### src/rtl/mem_scan_pkg.sv
// Shared state encoding and default parameter values for the memory scan reader.
package mem_scan_pkg;

  typedef enum logic [1:0] {
    IDLE  = 2'd0,
    ISSUE = 2'd1,
    WAIT  = 2'd2,
    HOLD  = 2'd3
  } state_t;

  localparam int DEF_ADDR_W      = 15;
  localparam int DEF_DATA_W      = 18;
  localparam int DEF_BASE_ADDR   = 0;
  localparam int DEF_LAST_ADDR   = 23;
  localparam int DEF_HOLD_CYCLES = 50000000;
  localparam int DEF_DEB_CYCLES  = 1000000;

endpackage

### src/rtl/mem_scan_reader_btn_debounce.sv
// Pushbutton conditioner: 2-flop synchronizer, stability-count debouncer and
// one-cycle rising-edge pulse on the debounced level.
module btn_debounce #(
  parameter int DEB_CYCLES = 1000000
) (
  input  logic clk,
  input  logic clr,
  input  logic btn_raw,
  output logic btn_level,
  output logic btn_rise
);

  localparam int CNT_W = (DEB_CYCLES > 1) ? $clog2(DEB_CYCLES) : 1;

  logic             sync1_q, sync1_d;
  logic             sync2_q, sync2_d;
  logic             level_q, level_d;
  logic             rise_q, rise_d;
  logic [CNT_W-1:0] cnt_q, cnt_d;

  // The level flips only once the synchronized input has disagreed with it
  // for DEB_CYCLES consecutive clocks; any agreement restarts the count.
  always_comb begin
    sync1_d = btn_raw;
    sync2_d = sync1_q;
    level_d = level_q;
    rise_d  = 1'b0;
    cnt_d   = '0;
    if (sync2_q != level_q) begin
      if (cnt_q == CNT_W'(DEB_CYCLES - 1)) begin
        level_d = sync2_q;
        rise_d  = sync2_q;
      end else begin
        cnt_d = cnt_q + CNT_W'(1);
      end
    end
  end

  always_ff @(posedge clk) begin
    if (!clr) begin
      sync1_q <= 1'b0;
      sync2_q <= 1'b0;
      level_q <= 1'b0;
      rise_q  <= 1'b0;
      cnt_q   <= '0;
    end else begin
      sync1_q <= sync1_d;
      sync2_q <= sync2_d;
      level_q <= level_d;
      rise_q  <= rise_d;
      cnt_q   <= cnt_d;
    end
  end

  assign btn_level = level_q;
  assign btn_rise  = rise_q;

endmodule

### src/rtl/mem_scan_reader.sv
// Scans a memory range, showing each word on a 16-bit display, advancing on a
// dwell timer or a debounced button. Define MEM_SCAN_OVF_EN to capture ovf.
module mem_scan_reader
  import mem_scan_pkg::*;
#(
  parameter int ADDR_W      = DEF_ADDR_W,
  parameter int DATA_W      = DEF_DATA_W,
  parameter int BASE_ADDR   = DEF_BASE_ADDR,
  parameter int LAST_ADDR   = DEF_LAST_ADDR,
  parameter int HOLD_CYCLES = DEF_HOLD_CYCLES,
  parameter int DEB_CYCLES  = DEF_DEB_CYCLES
) (
  input  logic              clk,
  input  logic              clr,
  input  logic              start,
  input  logic              stop,
  input  logic              mode,
  input  logic              button,
  input  logic [DATA_W-1:0] rdata,
  output logic [ADDR_W-1:0] addr,
  output logic              rd_en,
  output logic [15:0]       display,
  output logic              disp_valid,
  output logic              busy,
  output logic              wrapped,
  output logic              ovf
);

  localparam int HOLD_W = $clog2(HOLD_CYCLES + 1);

  state_t            state_q, state_d;
  logic [ADDR_W-1:0] addr_q, addr_d;
  logic [15:0]       display_q, display_d;
  logic              disp_valid_q, disp_valid_d;
  logic              wrapped_q, wrapped_d;
  logic              start_q, start_d;
  logic [HOLD_W-1:0] hold_cnt_q, hold_cnt_d;
  logic              advance;
  logic              step_pulse;
  logic              deb_level_unused;

  btn_debounce #(
    .DEB_CYCLES(DEB_CYCLES)
  ) u_btn_debounce (
    .clk      (clk),
    .clr      (clr),
    .btn_raw  (button),
    .btn_level(deb_level_unused),
    .btn_rise (step_pulse)
  );

  // start is registered in IDLE only, giving a fixed three-clock path to the
  // first display update; stop overrides every transition and freezes data.
  always_comb begin
    state_d      = state_q;
    addr_d       = addr_q;
    display_d    = display_q;
    disp_valid_d = disp_valid_q;
    wrapped_d    = 1'b0;
    start_d      = start & ~stop & (state_q == IDLE);
    hold_cnt_d   = '0;
    advance      = 1'b0;
    case (state_q)
      IDLE:  if (start_q) state_d = ISSUE;
      ISSUE: state_d = WAIT;
      WAIT: begin
        state_d      = HOLD;
        display_d    = rdata[15:0];
        disp_valid_d = 1'b1;
      end
      HOLD: begin
        if (mode) begin
          advance = step_pulse;
        end else if (hold_cnt_q == HOLD_W'(HOLD_CYCLES)) begin
          advance = 1'b1;
        end else begin
          hold_cnt_d = hold_cnt_q + HOLD_W'(1);
        end
        if (advance) begin
          state_d = ISSUE;
          if (addr_q == ADDR_W'(LAST_ADDR)) begin
            addr_d    = ADDR_W'(BASE_ADDR);
            wrapped_d = 1'b1;
          end else begin
            addr_d = addr_q + ADDR_W'(1);
          end
        end
      end
      default: state_d = IDLE;
    endcase
    if (stop) begin
      state_d      = IDLE;
      addr_d       = addr_q;
      display_d    = display_q;
      disp_valid_d = disp_valid_q;
      wrapped_d    = 1'b0;
      hold_cnt_d   = '0;
    end
  end

  always_ff @(posedge clk) begin
    if (!clr) begin
      state_q      <= IDLE;
      addr_q       <= ADDR_W'(BASE_ADDR);
      display_q    <= '0;
      disp_valid_q <= 1'b0;
      wrapped_q    <= 1'b0;
      start_q      <= 1'b0;
      hold_cnt_q   <= '0;
    end else begin
      state_q      <= state_d;
      addr_q       <= addr_d;
      display_q    <= display_d;
      disp_valid_q <= disp_valid_d;
      wrapped_q    <= wrapped_d;
      start_q      <= start_d;
      hold_cnt_q   <= hold_cnt_d;
    end
  end

`ifdef MEM_SCAN_OVF_EN
  logic ovf_q, ovf_d;

  always_comb begin
    ovf_d = ovf_q;
    if (state_q == WAIT && !stop) ovf_d = |rdata[DATA_W-1:16];
  end

  always_ff @(posedge clk) begin
    if (!clr) ovf_q <= 1'b0;
    else      ovf_q <= ovf_d;
  end

  assign ovf = ovf_q;
`else
  logic rdata_hi_unused;
  assign rdata_hi_unused = |rdata[DATA_W-1:16];
  assign ovf             = 1'b0;
`endif

  assign addr       = addr_q;
  assign rd_en      = (state_q == ISSUE);
  assign busy       = (state_q != IDLE);
  assign display    = display_q;
  assign disp_valid = disp_valid_q;
  assign wrapped    = wrapped_q;

endmodule

### config.mk
export PLATFORM = sky130hd
export DESIGN_NAME = mem_scan_reader
export DESIGN_NICKNAME = d
export VERILOG_FILES = /design/src/rtl/mem_scan_pkg.sv /design/src/rtl/mem_scan_reader_btn_debounce.sv /design/src/rtl/mem_scan_reader.sv
export SDC_FILE = /design/constraint.sdc
export NUM_CORES = 1
export LEC_CHECK = 0
export ABC_AREA = 1
export CAP_MARGIN = 20
export CORE_ASPECT_RATIO = 0.8
export CORE_MARGIN = 3
export CORE_UTILIZATION = 59
export CTS_CLUSTER_SIZE = 28
export DETAILED_ROUTE_END_ITERATION = 12
export GPL_ROUTABILITY_DRIVEN = 0
export PLACE_DENSITY = 0.93
export SYNTH_ARGS = -nofsm -noshare
export SYNTH_HDL_FRONTEND = slang
export SYNTH_SLANG_ARGS = --single-unit
### constraint.sdc
create_clock -name clk -period 4.28 [get_ports clk]
set_input_delay 0.642 -clock clk [delete_from_list [all_inputs] [get_ports clk]]
set_output_delay 0.642 -clock clk [all_outputs]
set_load 0.005 [all_outputs]
**Word level (Yosys, flattened, before mapping)**

Cells that the tools add are included.

- Flip-flop bits (word level): 86
- Latch bits: 0
- Memory bits (writable): 0
- ROM bits: 0
- Input port bits: 24
- Output and inout port bits: 36
- Logic and storage cells: 50
- Memories: 0

- Add/subtract/negate cells: 3
- Multiply operators: 0
- Div/mod/pow operators: 0
- Magnitude comparators: 0
- Equal/unequal tests: 9
- Shift operators: 0
- Muxes and demuxes: 8
- Bitwise gates (word level): 7
- Reductions and logical operators: 11

Operators with widths:

| kind | number |
|---|---|
| $add A26 B1 Y26 const B | 1 |
| $eq A26 B26 Y1 const B | 1 |
| $add A20 B1 Y20 const B | 1 |
| $eq A20 B20 Y1 const B | 1 |
| $add A15 B1 Y15 const B | 1 |
| $eq A15 B5 Y1 const B | 1 |
| $mux W15 | 1 |
| $pmux W2 S4 | 1 |
| $reduce_and A2 Y1 | 3 |
| $reduce_and A3 Y1 | 2 |
| $not A1 Y1 | 5 |
| $reduce_or A5 Y1 | 1 |
| $eq A2 B2 Y1 const B | 2 |
| $mux W1 | 4 |
| $mux W2 | 2 |
| $ne A2 B2 Y1 const B | 2 |
| $reduce_or A4 Y1 | 1 |
| $reduce_or A3 Y1 | 1 |
| $and A1 B1 Y1 | 2 |
| $eq A2 B1 Y1 const B | 1 |
| $logic_not A2 Y1 | 1 |
| $reduce_bool A2 Y1 | 1 |
| $reduce_or A2 Y1 | 1 |
| $ne A1 B1 Y1 | 1 |

**Logic depth before layout (Yosys ltp)**

- Depth in word-level cells: 6
- Mapped depth: 13
- Depth with buffers taken out: 13

**Hierarchy**

From an unflattened synthesis, not the netlist that was laid out.

- Cells, all modules: 616
- Area total of the unflattened synthesis: 4349.2 µm²

By module, submodules not included:

| module | instances | cells an instance | area each (µm²) |
|---|---|---|---|
| mem_scan_reader | 1 | 440 | 3084.2 |
| btn_debounce | 1 | 176 | 1265.0 |

**Worst setup path after synthesis**

No wires, ideal clock.

- Path type: input to register
- From: input stop
- To: register hold_cnt_q[21]
- Data arrival time: 1479 ps
- Data required time: 4210 ps
- Slack: 2732 ps
- Stages on the path: 5
- Path through: nor2_1 nand4_1 buf_4 buf_4 a21oi_1

- Longest elaborated chain between the ends: 1

RTL lines:

| item | RTL line | text |
|---|---|---|
| start, declared | mem_scan_reader.sv:16 | `input logic stop,` |
| $reduce_or A5 Y1 (no line) | - |  |
| end signal, assigned | mem_scan_reader.sv:117 | `hold_cnt_q <= hold_cnt_d;` |
| end, declared | mem_scan_reader.sv:37 | `logic [HOLD_W-1:0] hold_cnt_q, hold_cnt_d;` |

No other way between the ends.
A chain may end at the register's enable or synchronous reset.

**Worst setup path after layout**

- From: input stop
- To: register display_q[14], in the netlist display[14]

- Longest elaborated chain between the ends: 2

RTL lines:

| item | RTL line | text |
|---|---|---|
| $not A1 Y1 (no line) | - |  |
| $reduce_and A2 Y1 (no line) | - |  |
| end signal, assigned | mem_scan_reader.sv:113 | `display_q <= display_d;` |
| end, declared | mem_scan_reader.sv:33 | `logic [15:0] display_q, display_d;` |

No other way between the ends.

==> impl_metrics.ini <==
[worst_setup_path]
rr_worst_depth = 7
start_kind = primary input
critPathCaptureType = flip-flop
crit_fanout = 18
crit_type = in -> reg
worstPathRequired_ns = 4.53
crit_arrival_ns = 2.69

[logic_synthesis]
synthCells = 609
ys_seq_elements = 86
postSynthAreaPerCell_um2 = 6.98
yosys_warnings = 0
ys_types = 35
synthesis.area_mm2 = 0.00425
syn_nets = 642
ys_seq_area_share_pct = 40.5

[drt]
drtIter0Drc = 200
first_pass_iters = 5
vias_per_cell = 5.39
vias = 4082
wire_per_inst_um = 12.9
drcViolationCount = 0
wl_mm = 9.77
ant_nets = 0

[timing]
period_needed_ns = 2.44
setup_ws_ns = 1.84
drv_slew = 0
tightest_slew_ns = 0.974
finalHoldViolations = 0
fin_crit_sh_pct = 57.1
fmax_mhz = 410
fin_skew_ns = 0.0137
fin_setup_tns_ns = 0
grt_setup_unrepaired = no
max-slew-margin-rel_pct = 34.8
setup_viol = 0

[cts]
clk_pin_slew_ns = 0.09
clock_latency_ns = 0.36
h-tree-depth = 3
cts_tree = done
cts_buffer_depth = 2
cts_root_buf = clkbuf_8
post_cts_resized = 0
cts_setup_buffers = 0
holdBufCountCts = 0
numCtsBuffers = 9
clock-sinks = 86

[placed_design]
io_buffers = 56
dpl_worst_slack_ns = 1.51
place_area_mm2 = 0.00486
place_hpwl_mm = 6.87

[finish]
fin_nets = 699
fin_util_pct = 73.1
antennaDiodeCount = 0
area_growth_pct = 19.1
final_cell_mix = nand2_1 (120), nor2_1 (103), inv_1 (87), dfxtp_1 (86), clkdlybuf4s50_1 (56)
final_common_cell = nand2_1
drive_above_1_share_pct = 6.41
finalInstanceArea_mm2 = 0.00506

[hold_path]
hold_path_class = reg -> reg
holdPathStages = 2

[floorplanning]
coreArea_mm2 = 0.00693
dieHeight_um = 81.9
die_w_um = 101
rows = 27
start_util_pct = 61.4
die-area_mm2 = 0.00826
ios = 60

[status]
status = finished clean

[global_routing]
grt_pass1_wl_mm = 16.3
antenna_found_initial = 0
grt_max_degree = 30
grt_overflow = 0
first_global_vias = 3830
track_usage_pct = 24.2

[power_and_ir_drop]
ir_worst_vdd_mv = 0.242
power_leakage_nw = 1.81
total_power_mw = 1.47
power_density_mw_per_mm2 = 290

[job]
cap_violations = 0
## where the power goes
group	leakage [nW]	switching [mW]	total, mW	internal [mW]
logic	1.03	0.0317	0.0700	0.0383
clock network	0.0895	0.309	0.584	0.274
registers	0.694	0.00485	0.812	0.807
total	1.81	0.346	1.47	1.12
## sequential cells by signal, summed over array words and instances (netlist names), 2 cells and up
register and flops:
addr 15, display 16, hold_cnt_q 26, state_q 2
u_btn_debounce.cnt_q 20
## worst paths after layout
path                                                         from                                 to  slack (ns)
worst min-delay path            u_btn_debounce.sync1_q$_SDFF_PN0_  u_btn_debounce.sync2_q$_SDFF_PN0_        0.43
worst min register to register  u_btn_debounce.sync1_q$_SDFF_PN0_  u_btn_debounce.sync2_q$_SDFF_PN0_        0.43
worst max register to register            state_q[0]$_SDFFE_PP0P_           display[14]$_SDFFE_PN0P_        1.97
worst max-delay path                                         stop           display[14]$_SDFFE_PN0P_        1.84
## cells in the mapped netlist, drive strengths merged
cell type / count / area share [%]
and2: 1 / 0.15
o21ai: 25 / 2.9
nand3b: 2 / 0.35
clkinv: 1 / 0.12
buf: 6 / 1.1
o21a: 1 / 0.18
xor2: 18 / 3.7
clkbuf: 6 / 0.53
nor2: 108 / 10
nor3b: 4 / 0.94
o21bai: 3 / 0.53
or2: 9 / 1.4
a21oi: 39 / 4.6
nand2: 125 / 11
nand4: 17 / 2.5
inv: 88 / 7.8
nand3: 33 / 4.5
conb: 1 / 0.088
nor3: 16 / 2.0
dfxtp: 86 / 41
ha: 9 / 2.6
xnor2: 4 / 0.82
nor4: 7 / 1.0
## layout make-up
cell class,count,area [um^2]
fillers,500,1860
repair buffers,58,576
clock inverters,6,70.1
clock buffers,10,128
inverters,89,335
flip-flops and latches,86,1720
multi-input cells,422,2120
well taps,87,109
## metrics by stage
stage / hold slack (ns) / cells
after floorplan: 0.390 / 609
after global placement: 0.400 / 742
after detailed placement: 0.398 / 742
after CTS: 0.426 / 758
after global routing: 0.456 / 758
final: 0.428 / 758
## kinds of logic after synthesis
kind of cell | synth area share (%)
AND/OR/NAND/NOR | 34.4
adder cells (fa/ha/maj) | 2.65
buffers and inverters | 9.57
AO/OA/AOI/OAI | 8.24
other | 0.0882
XOR/XNOR | 4.53
flip-flops | 40.5
## layer usage
metal / global-route usage [%] / part of all wire, % / vias up
met5: 0 / 0 / -
met4: 9.43 / 2.2 / 0
met3: 6.20 / 6.2 / 28
met2: 41.5 / 48 / 165
met1: 29.1 / 44 / 1851
li1: - / - / 2038
## worst max-delay path, stage by stage
cell and delay (ns):
clkdlybuf4s50_1 0.46, nor2_1 0.77, inv_1 0.49, nor2_1 0.25, nor2_1 0.07
(Power assumes the default switching activity.)
